===== src/rtl/decoder_n_seq.sv =====
// Sequenced N-to-2^N decoder: handshaked one-hot / thermometer decode plus a
// prescaled auto-scan walking a single bit across the output.
module decoder_n_seq #(
  parameter int IN_W     = 3,
  parameter int OUT_W    = 2**IN_W,
  parameter int SCAN_DIV = 4
) (
  input  logic              clk,
  input  logic              rst_n,
  input  logic              en,
  input  logic [1:0]        mode,
  input  logic [IN_W-1:0]   in,
  input  logic              in_valid,
  output logic              in_ready,
  output logic [OUT_W-1:0]  out,
  output logic              out_valid,
  output logic [IN_W-1:0]   scan_idx
);

  localparam int            PW      = (SCAN_DIV > 1) ? $clog2(SCAN_DIV) : 1;
  localparam logic [PW-1:0] PS_LAST = PW'(SCAN_DIV - 1);

  typedef enum logic [1:0] {OFF, DEC, SCAN} state_t;

  state_t              state;
  state_t              nxt;
  logic [PW-1:0]       presc;
  logic [IN_W-1:0]     idx_inc;
  logic [OUT_W-1:0]    onehot;
  logic [OUT_W-1:0]    therm;
  logic [OUT_W-1:0]    step_pat;

  // Target state depends only on the current enable/mode, so it is rechecked every cycle.
  always_comb begin
    if (!en || mode == 2'b11) nxt = OFF;
    else if (mode == 2'b10)   nxt = SCAN;
    else                      nxt = DEC;
  end

  assign in_ready = en & ~mode[1];
  assign idx_inc  = scan_idx + 1'b1;   // OUT_W is a power of two, so this wraps naturally

  generate
    for (genvar gi = 0; gi < OUT_W; gi++) begin : g_pat
      assign onehot[gi]   = (in == IN_W'(gi));
      assign therm[gi]    = (IN_W'(gi) <= in);
      assign step_pat[gi] = (idx_inc == IN_W'(gi));
    end
  endgenerate

  always_ff @(posedge clk or negedge rst_n) begin
    if (!rst_n) begin
      state     <= OFF;
      out       <= '0;
      out_valid <= 1'b0;
      scan_idx  <= '0;
      presc     <= '0;
    end else begin
      state     <= nxt;
      out_valid <= 1'b0;
      if (nxt == OFF) begin
        out      <= '0;
        scan_idx <= '0;
        presc    <= '0;
      end else if (nxt == SCAN) begin
        if (state != SCAN) begin
          scan_idx  <= '0;
          out       <= OUT_W'(1);
          out_valid <= 1'b1;
          presc     <= '0;
        end else if (presc == PS_LAST) begin
          presc     <= '0;
          scan_idx  <= idx_inc;
          out       <= step_pat;
          out_valid <= 1'b1;
        end else begin
          presc <= presc + 1'b1;
        end
      end else begin
        // Decode: out keeps its last value (including a scan value) until an accept.
        scan_idx <= '0;
        presc    <= '0;
        if (in_valid) begin
          out       <= mode[0] ? therm : onehot;
          out_valid <= 1'b1;
        end
      end
    end
  end

endmodule


===== config.mk =====
export PLATFORM = sky130hd
export DESIGN_NAME = decoder_n_seq
export DESIGN_NICKNAME = d
export VERILOG_FILES = /design/src/rtl/decoder_n_seq.sv
export SDC_FILE = /design/constraint.sdc
export NUM_CORES = 1
export LEC_CHECK = 0
export ABC_CLOCK_PERIOD_IN_PS = 1500
export CORE_ASPECT_RATIO = 0.75
export CORE_MARGIN = 2
export CORE_UTILIZATION = 35
export CTS_CLUSTER_SIZE = 10
export DETAILED_ROUTE_END_ITERATION = 10
export PLACE_DENSITY_LB_ADDON = 0.25
export SLEW_MARGIN = 20
export SYNTH_ARGS = -nofsm -noshare
export SYNTH_HDL_FRONTEND = slang
export SYNTH_SLANG_ARGS = --single-unit

===== constraint.sdc =====
create_clock -name clk -period 1.5 [get_ports clk]
set_input_delay 0.15 -clock clk [delete_from_list [all_inputs] [get_ports clk]]
set_output_delay 0.15 -clock clk [all_outputs]
set_load 0.01 [all_outputs]

### Word level (Yosys, flattened, before mapping)

Cells that the tools add are included.

* add/sub/neg operators: 2
* equal/unequal tests: 20
* bitwise operators: 2
* reductions and logical operators: 7
* $lt $le $gt $ge: 8
* muxes and demuxes: 21

Operators with widths (count)
* two-way mux 8 bit: 6
* equality test 3 bit (second input constant): 8
* equality test 3 x 2 -> 1 bit (second input constant): 4
* <= comparator 3 bit (first input constant): 4
* two-way mux 2 bit: 6
* two-way mux 3 bit: 4
* equality test 2 bit (second input constant): 4
* equality test 3 x 1 -> 1 bit (second input constant): 2
* <= comparator 1 x 3 -> 1 bit (first input constant): 2
* <= comparator 2 x 3 -> 1 bit (first input constant): 2
* zero test 3 bit: 2
* two-way mux 1 bit: 5
* != test 4 x 2 -> 1 bit (second input constant): 1
* adder 3 x 1 -> 3 bit (second input constant): 1
* nonzero test 3 bit: 1
* adder 2 x 1 -> 2 bit (second input constant): 1
* zero test 2 bit: 1
* != test 2 bit (second input constant): 1
* AND reduction 2 bit: 1
* bitwise AND 1 bit: 1
* zero test 1 bit: 1
* logical OR 1 bit: 1
* inverter 1 bit: 1

* flip-flop bits (word level): 16
* logic and storage cells: 65
* input bits: 9

### Longest topological paths before layout

Gate-level depths: netlist (run 1).

* word-level depth: 6
* mapped depth: 6

### Least setup slack after synthesis (run 1)

OpenSTA, ideal clock, no wires.

* path type: register to register
* start point: register scan_idx[0]
* end point: register out[4]
* required time: 1366 ps
* stages on the path, launching flop included: 6
* setup time: 134 ps
* data arrival time: 1370 ps
* period minus slack after synthesis: 1504 ps
* path slack: -4 ps
* cells stage by stage: dfrtp_1 ha_1 xnor2_1 nor3_1 a22oi_1 o21ai_0

* word-level cells in the longest chain between the ends: 6

RTL lines
* start, declared: RTL line 17 `output logic [IN_W-1:0] scan_idx`
* start signal, assigned: RTL line 73 `scan_idx <= idx_inc;`
* adder 3 x 1 -> 3 bit: RTL line 41 `assign idx_inc = scan_idx + 1'b1;`
* equality test 3 bit: RTL line 47 `assign step_pat[gi] = (idx_inc == IN_W'(gi));`
* two-way mux 8 bit: RTL line 71 `end else if (presc == PS_LAST) begin`
* two-way mux 8 bit: RTL line 66 `if (state != SCAN) begin`
* two-way mux 8 bit: RTL line 65 `end else if (nxt == SCAN) begin`
* two-way mux 8 bit: RTL line 61 `if (nxt == OFF) begin`
* end signal, assigned: RTL line 74 `out <= step_pat;`
* end signal, assigned: RTL line 84 `out <= mode[0] ? therm : onehot;`
* end, declared: RTL line 15 `output logic [OUT_W-1:0] out,`

No other way between the ends. The select of a mux whose other input is x is not followed.
A chain may end at the register's enable or synchronous reset.

### Worst setup path in the final report (run 1)

* start point: register scan_idx[2]
* end point: output port scan_idx[2]

No word-level cell between the ends.

==> flow_summary.json, run 1 <==
{
  "rsz0062_at_grt": "no",
  "reg2reg_depth": 5,
  "slowest_delay_ns": 0.57,
  "fmax_ghz": 0.699,
  "syn_avg_cell_area_um2": 10.3,
  "grt_pass1_vias": 804,
  "port-buffer-count": 21,
  "tightest_slew_ns": 0.297,
  "synth_ff_type": "dfrtp_1",
  "switching_share_pct": 24.6,
  "pre_cts_ws_ns": -0.180,
  "vdd_ir_drop_max_mv": 0.379,
  "critPathLaunchType": "flop",
  "synthArstFlopShare_pct": 100,
  "fin_tns_setup_ns": 0,
  "synthesis.area_um2": 931,
  "clkPwrFrac_pct": 32.4,
  "synth-seq-cells": 16,
  "synth_top_area_share_pct": 43.0,
  "crit_family": "buffers and inverters",
  "drv_cap": 0,
  "power.net_switching_w": 0.000221,
  "fin_util_pct": 52.2,
  "end_kind": "primary output",
  "status": "finished, final reports clean",
  "hp-class": "in2async",
  "gp_congestion": 0.812,
  "cts_buffers": 3,
  "ioPinCount": 22,
  "initial_utilization_pct": 36.3,
  "met2_usage_pct": 21.6,
  "final_max_slew_viol_count": 0,
  "setup_viol": 0,
  "r2r_start": "scan_idx[0]",
  "fin_skew_ns": 0.00936,
  "arrival_ns": 1.28,
  "syn2layout_area_growth_pct": 43.7,
  "dp_hpwl_mm": 1.63,
  "clkTransAtPathRegs_ns": 0.10,
  "layout_min_cycle_time_ns": 1.43,
  "ys_types": 30,
  "drc_errors": 0,
  "cts_tree": "done",
  "final_nets": 144,
  "power_density_mw_per_mm2": 670,
  "postSynthCellCount": 90,
  "rrSetupSlack_ns": 0.11,
  "synth_enable_flop_cells": 0,
  "coreArea_mm2": 0.00256,
  "synth_top_cell_by_area": "dfrtp_1",
  "ant_nets": 0,
  "synth.area.top_cells": "dfrtp_1 43%, ha_1 8.1%, nand2_1 4.4%",
  "syn-num-nets": 105,
  "drt_wl_total_mm": 2.04,
  "num_rows": 16,
  "die_area_mm2": 0.00309,
  "grtUsageMet3_pct": 4.88,
  "p_int_w": 0.000676,
  "ys_warn_count": 0,
  "ctsHoldBuffers": 0,
  "grt_max_degree": 17,
  "grt_use_met1_pct": 21.6,
  "clock_sinks": 16,
  "grt.busiest_layer": "met1",
  "period_share_pct": 95.4,
  "critPathKind": "reg2out",
  "insertion_delay_ns": 0.29,
  "combPwrFrac_pct": 17.5,
  "postCtsSetupBuffers": 0,
  "slew_headroom_pct": 80.2,
  "clock_path_buffers": 2,
  "reg2reg_to": "out[4]",
  "finalHoldViolCount": 0,
  "die_y_um": 48.7,
  "cp_slowest_cell": "clkdlybuf4s50_1",
  "power.total_w": 0.000896,
  "drt-wirelength-per-cell_um": 12.5,
  "cp_max_fo": 3,
  "diodes": 0,
  "ys_top_cells_by_count": "16 x dfrtp_1, 11 x nand2_1, 8 x o21ai_0",
  "overflow": 0,
  "via_per_inst": 4.85,
  "vias": 795,
  "ys_seq_area_share_pct": 43.0,
  "synth_most_common_cell": "dfrtp_1",
  "h-tree-depth": 1,
  "die_w_um": 63.6,
  "power_frac_seq_pct": 50.1,
  "firstDrtPassIters": 4,
  "antenna_found_initial": 0,
  "drive_above_1_share_pct": 23.4,
  "crit_buf_inv": 1,
  "crit_required_ns": 1.35,
  "cts_root_buf": "clkbuf_4",
  "track_usage_pct": 15.0,
  "drt_iter0_drc": 27,
  "grt_pass1_wl_mm": 3.63,
  "cellLeakagePower_nw": 0.630,
  "cp_cell_sequence": "clkdlybuf4s50_1",
  "setup_ws_ns": 0.0691
}
## stage by stage
stage               cell area [um2]  std cells  hold WS, ns
floorplan                       943         90       -0.146
global placement               1300        160        0.464
detailed placement             1300        160        0.471
CTS                            1330        164        0.167
global route                   1340        164        0.176
finish                         1340        164        0.163
## power by group through the flow
stage	Sequential, W	Clock, W	Combinational [W]
floorplan	0.000464	0	0.0000602
global placement	0.000458	0	0.000158
detailed placement	0.000458	0	0.000159
CTS	0.000450	0.000300	0.000158
global route	0.000452	0.000319	0.000172
finish	0.000449	0.000290	0.000157
## state kept, by name, summed over array words and instances, names as in the netlist
signal     count
out_valid      1
scan_idx       3
state          2
presc          2
out            8
## per-layer routing
| layer | part of all wire (%) | up-vias |
|---|---|---|
| met3 | 6.1 | 2 |
| met5 | 0 | - |
| met4 | 0.49 | 0 |
| li1 | - | 393 |
| met1 | 49 | 371 |
| met2 | 44 | 29 |
## kinds of logic (layout without fill, tap and decap cells)
kind of cell | count (synthesis) | after routing | share of synthesized area [%]
AOI/OAI and AO/OA | 23 | 23 | 20.4
buffers and inverters | 10 | 48 | 5.65
DFF | 16 | 16 | 43.0
muxes | 3 | 3 | 3.49
and+or+nand+nor | 29 | 29 | 16.5
adders and majority gates | 6 | 6 | 8.06
xor gates and xnor gates | 3 | 3 | 2.82
## cell usage in the layout, fill, tap and decap left out, types with 3 or more instances in the layout
master	n
ha_1	5
dfrtp_1	16
a32oi_1	4
nand2_1	11
clkbuf_4	3
o21ai_0	6
nor2_1	5
inv_1	6
clkdlybuf4s50_1	17
buf_4	17
## layout make-up
class / instances / area, um2
Tap cell: 36 / 45.0
Sequential cell: 16 / 400
Multi-Input combinational cell: 64 / 493
Clock buffer: 4 / 36.3
Inverter: 6 / 22.5
Timing Repair Buffer: 38 / 340
Fill cell: 250 / 1220
## how the worst max path moves through the flow
stage	startpoint	end	slack (ns)	cells after the start
after detailed placement	en	in_ready	-0.18	4
final	scan_idx[2]	scan_idx[2]	0.07	1
after global routing	scan_idx[2]	scan_idx[2]	0.009	1
after global placement	en	in_ready	-0.16	4
after CTS	scan_idx[0]	scan_idx[0]	0.01	2
after floorplan	presc[0]	out[0]	0.05	5
## what timing repair did
| item | CTS | global route |
|---|---|---|
| cloned | 0 | 0 |
| pin swaps | 0 | 1 |
| setup endpoints to repair | 1 | 4 |
| gates resized for setup | 2 | 5 |
(Power assumes the default switching activity.)
==> run 2: changes to the inputs <==
Settings changed: ABC_AREA from default to 1, CTS_CLUSTER_DIAMETER from default to 40.
==> run 2 against run 1 <==
Against the previous run: count of clock-buffer cells in the layout stayed put; first-iteration DRC count is 63% higher; register-to-register slack better by 0.06 ns; cell count is 24% higher; area after synthesis is 5.9% higher; final area is 1.0% higher; hold slack better by 0.062 ns; via count is 16% higher; critical endpoint is now scan_idx[0].
==> flow_summary.json, run 2 <==
{
  "synth.area.top_cells": "dfrtp_1 41%, nand2_1 20%, nand3_1 8.6%",
  "crit_buf_inv": 1,
  "cts_buffers": 3,
  "grt_pass1_vias": 827,
  "syn_avg_cell_area_um2": 7.20,
  "fin_skew_ns": 0.000680,
  "synth-seq-cells": 16,
  "vias": 924,
  "ys_seq_area_share_pct": 40.6,
  "synth_enable_flop_cells": 0,
  "synth_top_cell_by_area": "dfrtp_1",
  "critPathKind": "reg2out",
  "fmax_ghz": 0.703,
  "drt_iter0_drc": 44,
  "coreArea_mm2": 0.00264,
  "cp_max_fo": 6,
  "synth_top_family_by_area": "simple AND/OR/NAND/NOR gates",
  "insertion_delay_ns": 0.25,
  "ys_top_cells_by_count": "52 x nand2_1, 18 x inv_1, 17 x nand3_1",
  "regMostFlops": "out",
  "grt_pass1_wl_mm": 3.63,
  "ys_warn_count": 0,
  "grt_max_degree": 17,
  "postSynthCellCount": 137,
  "critPathLaunchType": "flop",
  "synth_compound_area_share_pct": 4.31,
  "arrival_ns": 1.27,
  "slew_headroom_pct": 84.7,
  "setup_viol": 0,
  "status": "finished, final reports clean",
  "ant_nets": 0,
  "postCtsSetupBuffers": 0,
  "ys_types": 17,
  "fin_tns_setup_ns": 0,
  "synth_fa_ha_area_share_pct": 7.61,
  "power_density_mw_per_mm2": 736,
  "overflow": 0,
  "track_usage_pct": 14.2,
  "die_area_mm2": 0.00326,
  "rsz0062_at_grt": "no",
  "die_w_um": 65.3,
  "postCtsResizedCells": 1,
  "cp_cell_sequence": "clkdlybuf4s50_1",
  "clock_path_buffers": 2,
  "clock_sinks": 16,
  "h-tree-depth": 1,
  "ctsHoldBuffers": 0,
  "clkTransAtPathRegs_ns": 0.06,
  "via_per_inst": 4.53,
  "end_kind": "primary output",
  "largest_reg_flops": 8,
  "layout_min_cycle_time_ns": 1.42,
  "syn2layout_area_growth_pct": 37.1,
  "cellLeakagePower_nw": 0.697,
  "drive_above_1_share_pct": 11.3,
  "hold_ws_ns": 0.225,
  "port-buffer-count": 21,
  "diodes": 0,
  "slowest_delay_ns": 0.57,
  "synthArstFlopShare_pct": 100,
  "syn-num-nets": 152,
  "die_y_um": 50.0,
  "drt-wirelength-per-cell_um": 10.1,
  "crit_required_ns": 1.35,
  "hp-class": "in2async",
  "drt_wl_total_mm": 2.06,
  "final_max_slew_viol_count": 0,
  "final_nets": 184,
  "synthMuxAreaShare_pct": 0,
  "cts_root_buf": "clkbuf_8",
  "cts_tree": "done",
  "dp_hpwl_mm": 1.66,
  "gp_congestion": 0.821,
  "fin_util_pct": 51.1,
  "finalHoldViolCount": 0,
  "synthSimpleGateAreaFrac_pct": 38.7,
  "synthesis.area_um2": 986,
  "initial_utilization_pct": 37.3,
  "drc_errors": 0,
  "stdcell_area_mm2": 0.00135,
  "synth_most_common_cell": "nand2_1",
  "ioPinCount": 22,
  "reg_top3": "out x8, scan_idx x3",
  "cp_slowest_cell": "clkdlybuf4s50_1",
  "drv_cap": 0,
  "vdd_ir_drop_max_mv": 0.343,
  "crit_family": "buffers and inverters",
  "tightest_slew_ns": 0.228,
  "dpl_cell_area_mm2": 0.00129,
  "yosys.area_share.xor_xnor_pct": 0,
  "num_rows": 16,
  "firstDrtPassIters": 4,
  "final_common_cell": "nand2_1",
  "power.total_w": 0.000995,
  "antenna_found_initial": 0,
  "synth_ff_type": "dfrtp_1",
  "synth_top_area_share_pct": 40.6,
  "period_share_pct": 94.8,
  "layout_common_cells": "52 x nand2_1, 19 x clkdlybuf4s50_1, 18 x inv_1, 17 x nand3_1, 16 x dfrtp_1"
}
==> run 2: cell types whose count changed after synthesis, sizes merged, moves of 4 or more <==
cell | before | now
nand2 | 11 | 53
nand3 | 0 | 19
inv | 6 | 20
nor2 | 5 | 14
o21ai | 8 | 3
a32oi | 4 | 0
==> run 2: worst paths after layout <==
| path | cells after the start | start | to | slack (ns) |
|---|---|---|---|---|
| setup / recovery | 1 | scan_idx[0] | scan_idx[0] | 0.08 |
| hold / removal | 2 | rst_n | scan_idx[1] | 0.22 |
| setup reg to reg | 7 | presc[0] | out[6] | 0.17 |
| hold reg to reg | 1 | presc[0] | presc[0] | 0.44 |
| max in group asynchronous | 2 | rst_n | out[0] | 1.10 |
| min in group clk | 3 | mode[1] | state[0] | 0.42 |
==> run 2: cell families (layout without fill, tap and decap cells) <==
kind of cell,after synthesis,in the layout
and+or+nand+nor,87,87
buffers and inverters,21,52
DFF,16,16
AOI/OAI and AO/OA,7,7
adders and majority gates,6,6
==> run 2: stage by stage <==
step	setup slack, ns	cells
final	0.0778	204
after global routing	0.00652	204
after CTS	0.0188	204
after detailed placement	0.00766	200
after global placement	0.0247	200
after floorplan	0.237	137
==> run 2: report_power, final <==
group	leakage [nW]	switching, W	internal [W]	total [W]
logic	0.451	0.0000834	0.0000782	0.000162
registers	0.217	0.00000726	0.000447	0.000454
clock network	0.0288	0.000146	0.000233	0.000379
==> run 2: routing by layer <==
metal  part of all wire [%]  GRT usage [%]  vias to the layer above
met4                    1.2           5.21                        0
met1                     50           21.0                      410
li1                       -              -                      485
met5                      0              0                        -
met2                     44           20.2                       27
met3                    5.0           2.74                        2
==> run 2: final cells by class <==
type,instances,area [um2]
clock buffers,4,55.1
fillers,273,1290
inverters,20,75.1
multi-input cells,100,499
flip-flops and latches,16,400
well taps,36,45.0
repair buffers,28,277
==> run 3: changes to the inputs <==
Settings changed: CAP_MARGIN from default to 20.
==> results of run 3 <==
Same layout as run 2: the final DEF is identical, and so are final timing and power.
